$ cat src/rtl/mem_port_arbiter_if.sv
// mem_port_arbiter_if: pipeline-stage request/response and memory-port signals of the shared memory arbiter
interface mem_port_arbiter_if #(
  parameter int ADDR_WIDTH = 32,
  parameter int DATA_WIDTH = 32
);
  logic                  if_req;
  logic [ADDR_WIDTH-1:0] if_addr;
  logic                  if_done;
  logic [DATA_WIDTH-1:0] if_rdata;
  logic                  mem_req;
  logic                  mem_we;
  logic [ADDR_WIDTH-1:0] mem_addr;
  logic [DATA_WIDTH-1:0] mem_wdata;
  logic                  mem_done;
  logic [DATA_WIDTH-1:0] mem_rdata;
  logic                  stall_if;
  logic                  stall_mem;
  logic                  ram_en;
  logic                  ram_we;
  logic [ADDR_WIDTH-1:0] ram_addr;
  logic [DATA_WIDTH-1:0] ram_wdata;
  logic [DATA_WIDTH-1:0] ram_rdata;
  modport slave (
    input  if_req, if_addr, mem_req, mem_we, mem_addr, mem_wdata, ram_rdata,
    output if_done, if_rdata, mem_done, mem_rdata, stall_if, stall_mem,
           ram_en, ram_we, ram_addr, ram_wdata
  );
  modport master (
    output if_req, if_addr, mem_req, mem_we, mem_addr, mem_wdata, ram_rdata,
    input  if_done, if_rdata, mem_done, mem_rdata, stall_if, stall_mem,
           ram_en, ram_we, ram_addr, ram_wdata
  );
endinterface

$ cat src/rtl/mem_port_arbiter.sv
// mem_port_arbiter: shares one fixed-latency single-ported memory between the IF and MEM pipeline stages
module mem_port_arbiter #(
  parameter int ADDR_WIDTH  = 32,
  parameter int DATA_WIDTH  = 32,
  parameter int MEM_LATENCY = 2
) (
  input logic clk,
  input logic reset,
  mem_port_arbiter_if.slave bus
);
  typedef enum logic [1:0] {IDLE, BUSY_IF, BUSY_MEM} state_t;
  state_t                state_q;
  logic [3:0]            cnt_q;
  logic                  last_mem_q;
  logic                  store_q;
  logic                  if_elig;
  logic                  mem_elig;
  logic                  grant_mem;
  logic                  grant_if;
  logic [ADDR_WIDTH-1:0] grant_addr;
  logic [DATA_WIDTH-1:0] rdata;
  assign if_elig    = bus.if_req & ~bus.if_done;
  assign mem_elig   = bus.mem_req & ~bus.mem_done;
  assign grant_mem  = mem_elig & ~(if_elig & last_mem_q);
  assign grant_if   = if_elig & ~grant_mem;
  assign grant_addr = grant_mem ? bus.mem_addr : bus.if_addr;
  assign rdata      = bus.ram_rdata;
  assign bus.stall_if  = bus.if_req & ~bus.if_done;
  assign bus.stall_mem = bus.mem_req & ~bus.mem_done;
  // Grant in IDLE, hold the counter during the strobe cycle, then count down and capture read data on the last count.
  always_ff @(posedge clk or posedge reset)
    if (reset) begin
      state_q       <= IDLE;
      cnt_q         <= 4'd0;
      last_mem_q    <= 1'b0;
      store_q       <= 1'b0;
      bus.ram_en    <= 1'b0;
      bus.ram_we    <= 1'b0;
      bus.ram_addr  <= '0;
      bus.ram_wdata <= '0;
      bus.if_rdata  <= '0;
      bus.mem_rdata <= '0;
      bus.if_done   <= 1'b0;
      bus.mem_done  <= 1'b0;
    end else begin
      bus.ram_en   <= 1'b0;
      bus.ram_we   <= 1'b0;
      bus.if_done  <= 1'b0;
      bus.mem_done <= 1'b0;
      if (state_q == IDLE) begin
        if (grant_mem | grant_if) begin
          bus.ram_en    <= 1'b1;
          bus.ram_we    <= grant_mem & bus.mem_we;
          bus.ram_addr  <= grant_addr;
          bus.ram_wdata <= bus.mem_wdata;
          store_q       <= grant_mem & bus.mem_we;
          cnt_q         <= 4'(MEM_LATENCY);
          last_mem_q    <= grant_mem;
          state_q       <= grant_mem ? BUSY_MEM : BUSY_IF;
        end
      end else if (!bus.ram_en && cnt_q != 4'd0) begin
        cnt_q <= cnt_q - 4'd1;
        if (cnt_q == 4'd1) begin
          state_q <= IDLE;
          if (state_q == BUSY_IF) begin
            bus.if_rdata <= rdata;
            bus.if_done  <= 1'b1;
          end else begin
            if (!store_q) bus.mem_rdata <= rdata;
            bus.mem_done <= 1'b1;
          end
        end
      end
    end
endmodule

$ cat src/flat_wrapper.sv
// flat-port wrapper written by rule: the top's interface ports become plain ports
module mem_port_arbiter_flat 
#(
  parameter int ADDR_WIDTH  = 32,
  parameter int DATA_WIDTH  = 32,
  parameter int MEM_LATENCY = 2
)
  (clk, reset, bus_if_req, bus_if_addr, bus_mem_req, bus_mem_we, bus_mem_addr, bus_mem_wdata, bus_ram_rdata, bus_if_done, bus_if_rdata, bus_mem_done, bus_mem_rdata, bus_stall_if, bus_stall_mem, bus_ram_en, bus_ram_we, bus_ram_addr, bus_ram_wdata);
  mem_port_arbiter_if #(.ADDR_WIDTH(ADDR_WIDTH), .DATA_WIDTH(DATA_WIDTH)) bus_i ();
  input logic clk;
  input logic reset;
  input wire logic [$bits(bus_i.if_req)-1:0] bus_if_req;
  input wire logic [$bits(bus_i.if_addr)-1:0] bus_if_addr;
  input wire logic [$bits(bus_i.mem_req)-1:0] bus_mem_req;
  input wire logic [$bits(bus_i.mem_we)-1:0] bus_mem_we;
  input wire logic [$bits(bus_i.mem_addr)-1:0] bus_mem_addr;
  input wire logic [$bits(bus_i.mem_wdata)-1:0] bus_mem_wdata;
  input wire logic [$bits(bus_i.ram_rdata)-1:0] bus_ram_rdata;
  output wire logic [$bits(bus_i.if_done)-1:0] bus_if_done;
  output wire logic [$bits(bus_i.if_rdata)-1:0] bus_if_rdata;
  output wire logic [$bits(bus_i.mem_done)-1:0] bus_mem_done;
  output wire logic [$bits(bus_i.mem_rdata)-1:0] bus_mem_rdata;
  output wire logic [$bits(bus_i.stall_if)-1:0] bus_stall_if;
  output wire logic [$bits(bus_i.stall_mem)-1:0] bus_stall_mem;
  output wire logic [$bits(bus_i.ram_en)-1:0] bus_ram_en;
  output wire logic [$bits(bus_i.ram_we)-1:0] bus_ram_we;
  output wire logic [$bits(bus_i.ram_addr)-1:0] bus_ram_addr;
  output wire logic [$bits(bus_i.ram_wdata)-1:0] bus_ram_wdata;
  assign bus_i.if_req = bus_if_req;
  assign bus_i.if_addr = bus_if_addr;
  assign bus_i.mem_req = bus_mem_req;
  assign bus_i.mem_we = bus_mem_we;
  assign bus_i.mem_addr = bus_mem_addr;
  assign bus_i.mem_wdata = bus_mem_wdata;
  assign bus_i.ram_rdata = bus_ram_rdata;
  assign bus_if_done = bus_i.if_done;
  assign bus_if_rdata = bus_i.if_rdata;
  assign bus_mem_done = bus_i.mem_done;
  assign bus_mem_rdata = bus_i.mem_rdata;
  assign bus_stall_if = bus_i.stall_if;
  assign bus_stall_mem = bus_i.stall_mem;
  assign bus_ram_en = bus_i.ram_en;
  assign bus_ram_we = bus_i.ram_we;
  assign bus_ram_addr = bus_i.ram_addr;
  assign bus_ram_wdata = bus_i.ram_wdata;
  mem_port_arbiter #(.ADDR_WIDTH(ADDR_WIDTH), .DATA_WIDTH(DATA_WIDTH), .MEM_LATENCY(MEM_LATENCY)) u_core (.clk(clk), .reset(reset), .bus(bus_i));
endmodule
$ cat config.mk
export PLATFORM = sky130hd
export DESIGN_NAME = mem_port_arbiter_flat
export DESIGN_NICKNAME = d
export VERILOG_FILES = /design/src/rtl/mem_port_arbiter_if.sv /design/src/rtl/mem_port_arbiter.sv /design/src/flat_wrapper.sv
export SDC_FILE = /design/constraint.sdc
export NUM_CORES = 1
export LEC_CHECK = 0
export CAP_MARGIN = 30
export CORE_UTILIZATION = 41
export CTS_CLUSTER_DIAMETER = 150
export DETAILED_ROUTE_END_ITERATION = 12
export PLACE_DENSITY = 0.91
export RECOVER_POWER = 100
export SYNTH_ARGS = -nofsm -noshare
export SYNTH_HDL_FRONTEND = slang
export SYNTH_SLANG_ARGS = --single-unit
$ cat constraint.sdc
create_clock -name clk -period 6.1 [get_ports clk]
set_input_delay 1.22 -clock clk [delete_from_list [all_inputs] [get_ports clk]]
set_output_delay 1.22 -clock clk [all_outputs]
set_load 0.05 [all_outputs]
==> flow_metrics.tcl <==
set metrics [dict create \
    critPathSlowestCell "clkbuf_1" \
    synth_area_mm2 0.00547 \
    insertion_delay_ns 0.41 \
    grt_max_degree 92 \
    fillerInstances 886 \
    layout_commonest_cell "dfrtp_1" \
    ys_ff_latch 140 \
    ir_drop_mv 0.436 \
    die-area_mm2 0.0138 \
    cts_tree "built" \
    reg2reg_depth 6 \
    max_stage_delay_ns 1.44 \
    top_level_ports 267 \
    ys_warn_count 0 \
    coreArea_mm2 0.0128 \
    area.growth.synth_to_final_pct 62.0 \
    cts_max_level 4 \
    path_depth 6 \
    cts_resized 0 \
    hold_buffers 0 \
    die_x_um 117 \
    cts_max_path_buffers 2 \
    crit_type "input pin to register" \
    ys_seq_area_share_pct 64.1 \
    timing.rr.end "u_core.bus.mem_rdata[26]$_DFFE_PP0P_" \
    rsz0062_at_grt "no" \
    critical_path_buf_inv_count 3 \
    wl_per_cell_um 17.6 \
    dp.cells 778 \
    syn_nets 491 \
    drc_errors 0 \
    synth_top_flop_cell "dfrtp_1" \
    yosys.area_share.xor_xnor_pct 0 \
    maxSlewHeadroom_pct -27.4 \
    cts_sinks 140 \
    r2r-start "u_core.cnt_q[1]$_DFFE_PP0P_" \
    end_kind "register" \
    crit_path_cell_trace "dlygate4sd3_1, and2b_1, o21ai_4, clkbuf_1, a222oi_1, inv_1" \
    synth_top_family_by_area "multiplexers" \
    final.min_clock_period_ns 4.41 \
    synthArstFlopShare_pct 100 \
    synth-simple-area-share_pct 2.20 \
    synth_compound_area_share_pct 7.98 \
    drt_iter0_markers 234 \
    ys_types 29 \
    leakagePower_nw 3.98 \
    r2r_slack_ns 2.63 \
    hold_violations 0 \
    status "complete, but fails checks" \
    num_vias 4111 \
    finalClockSkew_ns 0.00581 \
    die_h_um 117 \
    viasPerCell 5.07 \
    grt_overflow 0 \
    syn_avg_cell_area_um2 15.4 \
    period_share_pct 72.3 \
    setup_tns_ns 0 \
    instances_no_fill 811 \
    drt.antenna.violating_nets 0 \
    grt_util_all_layers_pct 21.6 \
    cp_top_family "buffers and inverters" \
    root_buffer "clkbuf_16" \
    start_util_pct 42.6 \
    endpoint "u_core.bus.ram_addr[22]$_DFFE_PP0P_" \
    portBuffers 266 \
    cts_buffers 17 \
    grt_pass1_wl_um 23100 \
    grt_pass1_vias 4489 \
    final_nets 760 \
    routed_wl_um 14300 \
    drt-pass1-iter-count 6 \
    drive_above_1_share_pct 19.4 \
    p_per_area_mw_per_mm2 678 \
    layout_common_cells "140 x dfrtp_1, 137 x dlygate4sd3_1, 129 x clkdlybuf4s50_1" \
    arrival_ns 4.75 \
    critPathRequiredTime_ns 6.44 \
    synthAdderAreaFrac_pct 0.458 \
    worst_pin_slew_ns 1.91 \
    crit_fanout 37 \
    synthCells 356 \
    rows 41 \
    setup_violations 0 \
    drv_cap 3 \
    min-delay-path-class "register to register" \
    critical_path.startpoint "bus_if_req" \
    antenna_found_initial 1 \
    start_kind "input pin" \
    synth_edf_count 0 \
    hold_ws_ns 0.472 \
    muxShareOfSynthArea_pct 20.4 \
    slew_violations 105 \
    post_cts_buffers 0 \
    place.gp.congestion 0.760 \
    place_hpwl_um 10300 \
    fmax_ghz 0.227 \
    violations "max-capacitance violations, max-slew violations" \
    clk_pin_slew_ns 0.06 \
]
-- kinds of logic (layout without fill, tap and decap cells) --
logic type | count (synthesis) | after routing
flops | 140 | 140
mux | 97 | 97
buf+inv | 58 | 340
compound gates | 45 | 45
simple gates | 14 | 14
fa+ha+maj | 2 | 2
other cells | 0 | 1
-- Yosys cell counts, types with 2 or more instances --
| cell | count | area (µm²) |
|---|---|---|
| nor2_1 | 2 | 7.51 |
| clkbuf_1 | 9 | 33.8 |
| mux2_2 | 90 | 1010 |
| ha_1 | 2 | 25.0 |
| nand3b_4 | 2 | 40.0 |
| o211ai_1 | 2 | 15.0 |
| mux2_4 | 6 | 90.1 |
| a21o_1 | 5 | 37.5 |
| a222oi_1 | 32 | 320 |
| nand2_1 | 2 | 7.51 |
| and2_1 | 2 | 12.5 |
| inv_1 | 39 | 146 |
| buf_6 | 5 | 56.3 |
| buf_2 | 4 | 20.0 |
| dfrtp_1 | 140 | 3500 |
-- worst min-delay path by stage --
stage,start,endpoint,slack (ns),cells past startpoint
floorplan,u_core.store_q$_DFFE_PP0P_,u_core.store_q$_DFFE_PP0P_,0.45,1
global placement,u_core.store_q$_DFFE_PP0P_,u_core.store_q$_DFFE_PP0P_,0.48,1
detailed placement,u_core.store_q$_DFFE_PP0P_,u_core.store_q$_DFFE_PP0P_,0.48,1
CTS,u_core.store_q$_DFFE_PP0P_,u_core.store_q$_DFFE_PP0P_,0.49,1
global route,u_core.store_q$_DFFE_PP0P_,u_core.store_q$_DFFE_PP0P_,0.50,1
finish,u_core.store_q$_DFFE_PP0P_,u_core.store_q$_DFFE_PP0P_,0.47,1
-- through the flow --
stage                     instance area (µm²)  util (%)  total power (W)  worst slack (ns)
final                                    8860      69.1          0.00600              1.69
after global routing                     8860      69.1          0.00626              1.46
after CTS                                8940      69.7          0.00627              2.01
after detailed placement                 8260      64.4          0.00508              2.01
after global placement                   8260      64.4          0.00497              2.04
after floorplan                          5470         -          0.00389              1.13
-- sequential cells by signal (all words and copies together), names as in the netlist --
name / flops
u_core.last_mem_q: 1
u_core.bus.if_rdata: 32
u_core.bus.mem_rdata: 32
u_core.bus.ram_addr: 32
u_core.bus.ram_en: 1
u_core.bus.ram_we: 1
u_core.cnt_q: 4
u_core.bus.if_done: 1
u_core.state_q: 2
u_core.bus.mem_done: 1
u_core.store_q: 1
u_core.bus.ram_wdata: 32
-- per-layer routing --
layer / global-route usage [%] / share of wire, % / routed length [µm]
met1: 23.4 / 38 / 5420
met2: 38.2 / 53 / 7520
met3: 6.64 / 6.7 / 961
met4: 10.3 / 2.8 / 394
met5: 0 / 0 / 0
-- cell type report --
cell class,count,area [µm²],area share [%]
tap,172,215,2.43
sequential,140,3500,39.5
timing repair buffer,269,2680,30.2
antenna,1,2.50,0.0282
inverter,39,151,1.71
clock inverter,12,215,2.43
multi-input combinational,158,1630,18.4
clock buffer,20,467,5.27
-- where the power goes --
| part | switching (W) | total [W] | leakage [nW] | internal (W) |
|---|---|---|---|---|
| registers | 0.000238 | 0.00163 | 1.67 | 0.00139 |
| logic | 0.00212 | 0.00320 | 1.97 | 0.00108 |
| clock network | 0.000371 | 0.00117 | 0.332 | 0.000796 |
Note: power is estimated with default switching activity, not from simulation.
